**config.mk**
```make
export PLATFORM = sky130hd
export DESIGN_NAME = alu_arbiter
export DESIGN_NICKNAME = d
export VERILOG_FILES = /design/src/rtl/alu_arbiter_pkg.sv /design/src/rtl/alu_arbiter_alu.sv /design/src/rtl/alu_arbiter.sv
export SDC_FILE = /design/constraint.sdc
export NUM_CORES = 1
export LEC_CHECK = 0
export CAP_MARGIN = 20
export CORE_UTILIZATION = 51
export CTS_CLUSTER_SIZE = 20
export DETAILED_ROUTE_END_ITERATION = 16
export PLACE_DENSITY = 0.79
export SYNTH_ARGS = -nofsm -noshare
export SYNTH_HDL_FRONTEND = slang
export SYNTH_SLANG_ARGS = --single-unit
export TNS_END_PERCENT = 50
```
**constraint.sdc**
```tcl
create_clock -name clk -period 2.94 [get_ports clk]
set_input_delay 0.294 -clock clk [delete_from_list [all_inputs] [get_ports clk]]
set_output_delay 0.294 -clock clk [all_outputs]
set_load 0.01 [all_outputs]
```
**src/rtl/alu_arbiter_pkg.sv**
```systemverilog
// Shared constants for the two-requester ALU arbiter: opcodes and FSM state encoding.
package alu_pkg;
  localparam logic [2:0] OP_NOT = 3'b000;
  localparam logic [2:0] OP_AND = 3'b001;
  localparam logic [2:0] OP_XOR = 3'b010;
  localparam logic [2:0] OP_OR  = 3'b011;
  localparam logic [2:0] OP_DEC = 3'b100;
  localparam logic [2:0] OP_ADD = 3'b101;
  localparam logic [2:0] OP_SUB = 3'b110;
  localparam logic [2:0] OP_INC = 3'b111;

  typedef enum logic [1:0] {
    IDLE = 2'd0,
    EXEC = 2'd1,
    RESP = 2'd2
  } state_t;
endpackage

```
**src/rtl/alu_arbiter_alu.sv**
```systemverilog
// 8-op combinational ALU; overflow is signed, taken from bit WIDTH-1, and 0 for logic ops.
module alu_arbiter_alu
  import alu_pkg::*;
#(
  parameter int WIDTH = 32
) (
  input  logic [2:0]       op,
  input  logic [WIDTH-1:0] a,
  input  logic [WIDTH-1:0] b,
  output logic [WIDTH-1:0] o,
  output logic             of
);
  localparam int MSB = WIDTH - 1;

  always_comb begin
    o  = '0;
    of = 1'b0;
    case (op)
      OP_NOT: o = ~a;
      OP_AND: o = a & b;
      OP_XOR: o = a ^ b;
      OP_OR:  o = a | b;
      OP_DEC: begin
        o  = a - 1'b1;
        of = a[MSB] & ~o[MSB];
      end
      OP_ADD: begin
        o  = a + b;
        of = (a[MSB] == b[MSB]) && (o[MSB] != a[MSB]);
      end
      OP_SUB: begin
        o  = a - b;
        of = (a[MSB] != b[MSB]) && (o[MSB] != a[MSB]);
      end
      default: begin
        o  = a + 1'b1;
        of = ~a[MSB] & o[MSB];
      end
    endcase
  end
endmodule

```
**src/rtl/alu_arbiter.sv**
```systemverilog
// Round-robin share of one ALU between two requesters, one op in flight.
// Optional sticky overflow status enabled by ALU_ARB_OVF_STICKY_EN.
module alu_arbiter
  import alu_pkg::*;
#(
  parameter int WIDTH = 32
) (
  input  logic             clk,
  input  logic             rst_n,
  input  logic [1:0]       req_v,
  output logic [1:0]       req_rdy,
  input  logic [2:0]       req_op0,
  input  logic [WIDTH-1:0] req_a0,
  input  logic [WIDTH-1:0] req_b0,
  input  logic [2:0]       req_op1,
  input  logic [WIDTH-1:0] req_a1,
  input  logic [WIDTH-1:0] req_b1,
  output logic             rsp_v,
  input  logic             rsp_rdy,
  output logic             rsp_id,
  output logic [WIDTH-1:0] rsp_o,
  output logic             rsp_of,
  input  logic             ovf_clr,
  output logic [1:0]       ovf_stat,
  output logic             ovf_irq
);
  function automatic logic [1:0] rr_grant(input logic [1:0] v, input logic last);
    case (v)
      2'b01:   return 2'b01;
      2'b10:   return 2'b10;
      2'b11:   return last ? 2'b01 : 2'b10;
      default: return 2'b00;
    endcase
  endfunction

  state_t           state;
  logic             last;
  logic [2:0]       op_q;
  logic [WIDTH-1:0] a_q, b_q;
  logic             id_q;
  logic [WIDTH-1:0] alu_o;
  logic             alu_of;
  logic             can_grant, accept, win;

  // RESP can hand off to a new request in the same cycle the response drains
  assign can_grant = (state == IDLE) || (state == RESP && rsp_rdy);
  assign req_rdy   = (rst_n && can_grant) ? rr_grant(req_v, last) : 2'b00;
  assign accept    = |req_rdy;
  assign win       = req_rdy[1];

  always_ff @(posedge clk or negedge rst_n) begin
    if (!rst_n) begin
      op_q <= '0;
      a_q  <= '0;
      b_q  <= '0;
      id_q <= 1'b0;
      last <= 1'b1;
    end else if (accept) begin
      op_q <= win ? req_op1 : req_op0;
      a_q  <= win ? req_a1  : req_a0;
      b_q  <= win ? req_b1  : req_b0;
      id_q <= win;
      last <= win;
    end
  end

  always_ff @(posedge clk or negedge rst_n) begin
    if (!rst_n) begin
      state  <= IDLE;
      rsp_v  <= 1'b0;
      rsp_id <= 1'b0;
      rsp_o  <= '0;
      rsp_of <= 1'b0;
    end else begin
      case (state)
        IDLE: if (accept) state <= EXEC;
        EXEC: begin
          rsp_v  <= 1'b1;
          rsp_id <= id_q;
          rsp_o  <= alu_o;
          rsp_of <= alu_of;
          state  <= RESP;
        end
        RESP: if (rsp_rdy) begin
          rsp_v <= 1'b0;
          state <= accept ? EXEC : IDLE;
        end
        default: state <= IDLE;
      endcase
    end
  end

  alu_arbiter_alu #(.WIDTH(WIDTH)) u_alu (
    .op (op_q),
    .a  (a_q),
    .b  (b_q),
    .o  (alu_o),
    .of (alu_of)
  );

`ifdef ALU_ARB_OVF_STICKY_EN
  logic [1:0] ovf_set, ovf_nxt;
  assign ovf_set = (state == EXEC && alu_of) ? (id_q ? 2'b10 : 2'b01) : 2'b00;
  // set has priority over a same-edge clear
  assign ovf_nxt = (ovf_clr ? 2'b00 : ovf_stat) | ovf_set;

  always_ff @(posedge clk or negedge rst_n) begin
    if (!rst_n) begin
      ovf_stat <= 2'b00;
      ovf_irq  <= 1'b0;
    end else begin
      ovf_stat <= ovf_nxt;
      ovf_irq  <= |ovf_nxt;
    end
  end
`else
  logic unused_ovf_clr;
  assign unused_ovf_clr = ovf_clr;
  assign ovf_stat = 2'b00;
  assign ovf_irq  = 1'b0;
`endif
endmodule

```
# After elaboration in Yosys (flattened, before gate mapping)
# Cells that the tools add are included.
[totals] ff_bits=106 in_bits=140 output_inout_bits=40 elab_cells=65
[classes] add_sub_neg=4 n_eq_ne=17 n_mux=14 n_bitwise=8 reduce_logical=12
[ops] cell="case mux 32 bit (7 select lines)" n=1
[ops] cell="2-to-1 mux 32 bit" n=2
[ops] cell="adder 32 x 1 -> 32 bit (second input constant)" n=1
[ops] cell="adder 32 bit" n=1
[ops] cell="AND 32 bit" n=1
[ops] cell="inverter 32 bit" n=1
[ops] cell="bitwise OR 32 bit" n=1
[ops] cell="subtractor 32 x 1 -> 32 bit (second input constant)" n=1
[ops] cell="subtractor 32 bit" n=1
[ops] cell="XOR 32 bit" n=1
[ops] cell="case mux 2 bit (3 select lines)" n=2
[ops] cell="== test 3 bit (second input constant)" n=3
[ops] cell="2-to-1 mux 2 bit" n=4
[ops] cell="== test 2 bit (second input constant)" n=3
[ops] cell="== test 3 x 2 -> 1 bit (second input constant)" n=2
[ops] cell="== test 2 x 1 -> 1 bit (second input constant)" n=2
[ops] cell="logical AND 1 bit" n=4
[ops] cell="!= test 2 bit (second input constant)" n=2
[ops] cell="case mux 1 bit (4 select lines)" n=1
[ops] cell="AND reduction 2 bit" n=2
[ops] cell="OR reduction 4 bit" n=1
[ops] cell="== test 3 x 1 -> 1 bit (second input constant)" n=1
[ops] cell="zero test 3 bit" n=1
[ops] cell="2-to-1 mux 3 bit" n=1
[ops] cell="10 further kinds" n=15

# Depth between registers and ports, before layout
[depth] ltp_word=9 depth_mapped=13 depth_no_buf=12

# Hierarchy
# From an unflattened synthesis, not the netlist that was laid out.
[unflattened] cells_unflattened=1621 hier_area_um2=12443.2
[modules_own_cells] module="alu_arbiter_alu" instances=1 cells_per_inst=1106 area_each_um2=7106.8 seq_area_each_um2=0.0
[modules_own_cells] module="alu_arbiter" instances=1 cells_per_inst=515 area_each_um2=5336.4 seq_area_each_um2=2653.8

# Least setup slack after synthesis
# OpenSTA, ideal clock, no wires.
[synth_path] path_type="register to register" from="register a_q[12]" to="register rsp_o[24]" setup_time_ps=126 arrival_ps=3043 path_slack_ps=-229 path_stages_with_launch=13 cell_sequence="dfrtp_1 > clkbuf_1 > inv_1 > ha_1 > clkbuf_1 > a21o_1 > o21a_1 > a211oi_1 > o311ai_0 > o31ai_1 > xnor2_1 > nor2_1 > o32a_1"
[synth_between] elab_chain_cells=2 elab_cells_between_ends=5
[synth_lines] item="start, declared" line="alu_arbiter.sv:39" text="logic [WIDTH-1:0] a_q, b_q;"
[synth_lines] item="start signal, assigned" line="alu_arbiter.sv:60" text="a_q <= win ? req_a1 : req_a0;"
[synth_lines] item="adder 32 x 1 -> 32 bit, or another cell as far along" line="alu_arbiter_alu.sv:36" text="o = a + 1'b1;"
[synth_lines] item="case mux 32 bit (7 select lines) *" line="alu_arbiter_alu.sv:18" text="case (op)"
[synth_lines] item="end signal, assigned" line="alu_arbiter.sv:80" text="rsp_o <= alu_o;"
[synth_lines] item="end, declared" line="alu_arbiter.sv:21" text="output logic [WIDTH-1:0] rsp_o,"
# Mark *: on every way between the ends. The rest lies on a longest branch, timed or not.
# A chain may end at the register's enable or synchronous reset.

# Worst setup path in the final report
[layout_path] from="register a_q[9]" to="register rsp_o[21]"
# Same word-level chain as after synthesis.

==> impl_results.md <==
- Status: complete, but fails checks
- Violated checks: setup timing
- Max Cap Viol: 0
- CP arrival: 3.34 ns
- Row count: 54
- Global-route wire length before repair: 75070 µm
- Total Nets Final: 2147
- Ys async rst share: 100.0%
- Hold_ws: 0.1127 ns
- Layout fillers: 1669
- Antenna viol nets, final: 0
- Setup violations, final: 9
- Drt via density: 6.324
- Syn. warnings: 0
- Die area: 0.02344 mm²
- Initial core utilization: 52.70%
- Final hold vios: 0
- CTS Sinks: 106
- Setup ws final: -0.1416 ns
- Worst VDD drop: 0.0005724 V
- Critical R2R Launch: a_q[9]$_DFFE_PN0P_
- DP Cell Count: 2149
- Number of DRC markers in iteration 0: 1734
- Avg Synthesized Cell Area: 7.609 µm²
- Diodes inserted: 0
- Clock Path Buffers: 2
- Clock-pin slew on the worst setup and hold paths: 0.09 ns
- Vias in the first global route: 12960
- Crit path to: rsp_o[21]$_DFFE_PN0P_
- Critical path fanouts, max: 4
- Most used DFF post-synth: dfrtp_1
- WL/cell: 22.91 µm
- R2R Path End: rsp_o[21]$_DFFE_PN0P_
- Crit end category: flop
- R2r setup slk: -0.14 ns
- Layout Cells excl Fill: 2179
- Setup crit start kind: flop
- Seq/Total Area, Yosys: 22.79%
- GRT overflow: 0
- Vias: 13780
- Clock root buffer: clkbuf_16
- Share of the synthesized area in the top cell type: 22.57%
- Worst EP required: 3.20 ns
- Fin Clk Skew: 0.01493 ns
- DRT Pass-1 Iters: 6
- Placer Congestion: 1.064
- Max frequency: 324.5 MHz
- Io pins: 180
- Slew @ Worst Pin: 0.8976 ns
- Util after Layout: 74.70%
- Crit Path Class: flop to flop
- Placed wire-length estimate: 38440 µm
- Port Buf Inserts: 175
- CTS H-tree lvls: 3
- Die Y: 153.1 µm
- Tcrit/Tclk final: 104.8%
- Mapped Cells: 1530
- Residual DRC count: 0
- Largest net degree at the start of global routing: 138
- Number of synthesized register bits: 106
- HP Class: input pin to async pin
- Max-slew headroom: 39.94%
- Worst Setup SP: a_q[9]$_DFFE_PN0P_
- Final slew viol count: 0
- Reg2reg path depth: 11
- RSZ-0062 raised after global routing: true
- Detailed Route WL: 49920 µm
- CTS tree: yes
- Core Area: 0.02209 mm²
- Initial antenna violation count: 1
- Leak Pwr: 7.471 nW
- P&R area growth vs syn: 41.76%
- Distinct cell type count after synthesis: 82
- Tot GR Track Use: 42.07%
- Synth top area cells: dfrtp_1 23%, ha_1 12%, o21ai_0 6.8%
- PwrDens: 1438 mW/mm²
- Min Clock Period, post-route: 3.082 ns
- Post-Syn Area: 0.01164 mm²
- Post-synth top area cell: dfrtp_1
- Clk_lat worst skew: 0.38 ns
- Number of synthesized flops with an enable pin: 0
- Post-place setup slack: -0.2975 ns
- Die X: 153.1 µm
- Share of post-route cells with drive strength above 1: 23.59%
- CTS Buf Count: 9
==> cells by family (layout without fill, tap and decap cells) <==
family | after synthesis | count (layout) | share of synthesized area, %
buffers and inverters | 219 | 586 | 7.372
AO/OA/AOI/OAI | 513 | 513 | 28.33
flip-flops | 106 | 106 | 22.79
other | 1 | 3 | 0.03221
multiplexers | 77 | 77 | 7.168
AND/OR/NAND/NOR | 444 | 444 | 17.74
adder cells (fa/ha/maj) | 113 | 113 | 12.27
XOR/XNOR | 57 | 57 | 4.288
==> layout make-up <==
cell class / count / area (µm²) / share of cell area (%)
multi-input combinational: 1207 / 8772 / 53.15
timing repair buffer: 465 / 4028 / 24.40
sequential: 106 / 2658 / 16.10
inverter: 105 / 396.6 / 2.403
tap: 280 / 350.3 / 2.123
clock buffer: 10 / 239.0 / 1.448
clock inverter: 6 / 61.31 / 0.3715
==> timing repair <==
| item | CTS | global route |
|---|---|---|
| hold buffers | 0 | 0 |
| pin swaps | 33 | 53 |
| resized for setup | 55 | 91 |
| setup buffers | 10 | 6 |
| endpoints found under the setup margin | 23 | 24 |
| hold endpoints to repair | 0 | 0 |
==> how the worst min path moves through the flow <==
stage                         start                    to  slack [ns]  cells after the start
2_1_floorplan                 rst_n    a_q[0]$_DFFE_PN0P_      -0.002                      0
3_5_place_dp   rsp_o[7]$_DFFE_PN0P_  rsp_o[7]$_DFFE_PN0P_        0.47                      1
4_1_cts                       rst_n    b_q[0]$_DFFE_PN0P_        0.14                      2
3_3_place_gp       id_q$_DFFE_PN0P_    rsp_id$_DFFE_PN0P_        0.45                      2
5_1_grt                       rst_n    b_q[0]$_DFFE_PN0P_        0.16                      2
6_report                      rst_n    b_q[0]$_DFFE_PN0P_        0.11                      2
==> power breakdown <==
group	switching [mW]	internal [mW]
Sequential	0.682	2.18
Clock	0.701	0.621
Combinational	11.0	8.53
==> sequential cells by signal (all words and copies together), names as in the netlist <==
name,cells
rsp_id,1
b_q,32
rsp_of,1
state,2
a_q,32
last,1
op_q,3
rsp_v,1
id_q,1
rsp_o,32
==> stage by stage <==
stage               cell area [µm²]  setup TNS (ns)  total power [mW]
CTS                           16060         -0.1713             21.99
detailed placement            15470          -3.357             20.01
floorplan                     11670        -0.03991             12.30
global placement              15470          -1.785             19.68
global route                  16500          -1.708             24.98
finish                        16500         -0.5553             23.73
==> synthesized netlist by cell type (7+ instances only) <==
library cell and n:
a211o_1 8, a211oi_1 18, a21o_1 18, a21oi_1 124
a221o_1 11, a221oi_1 13, a22o_1 17, a22oi_1 7
a31oi_1 14, and3_1 8, buf_1 12, buf_2 11
clkbuf_1 86, dfrtp_1 105, ha_1 111, inv_1 104
mux2i_1 71, nand2_1 185, nand2b_1 16, nand3_1 37
nand4_1 14, nor2_1 94, nor2b_1 10, nor3_1 24
nor4_1 13, o211ai_1 15, o21ai_0 158, o21bai_1 12
o221ai_1 9, o22ai_1 18, o31ai_1 11, or2_2 7
or3_1 10, xnor2_1 52
==> cell usage in the layout, fill, tap and decap left out, drive strengths merged, types with 15 or more instances in the layout <==
master | Yosys | layout
a211oi | 19 | 19
a21o | 18 | 18
a21oi | 124 | 124
a22o | 17 | 17
buf | 28 | 291
clkdlybuf4s50 | 0 | 174
dfrtp | 105 | 105
ha | 111 | 111
inv | 104 | 106
mux2i | 71 | 71
nand2 | 185 | 185
nand2b | 16 | 16
nand3 | 37 | 37
nor2 | 96 | 96
nor3 | 27 | 27
o211ai | 15 | 15
o21ai | 160 | 160
o22ai | 18 | 18
xnor2 | 52 | 52
==> layer usage <==
layer  vias up  GRT usage (%)  share of wire (%)
met5         -              0                  0
met4         0          13.52                3.0
met3       114          14.29                 14
met2       998          56.16                 39
met1      6458          62.24                 44
li1       6211              -                  -
==> critical path, stage by stage (launching register included) <==
cell     delay [ns]
dfrtp_2        0.46
buf_6          0.14
or4_4          0.51
or3_4          0.37
nor2_4         0.20
buf_4          0.14
nand2_2        0.08
o41ai_2        0.27
xnor2_1        0.14
a221o_1        0.42
o22ai_1        0.16
o21ai_1        0.08
Power figures use the tool's default switching activity.
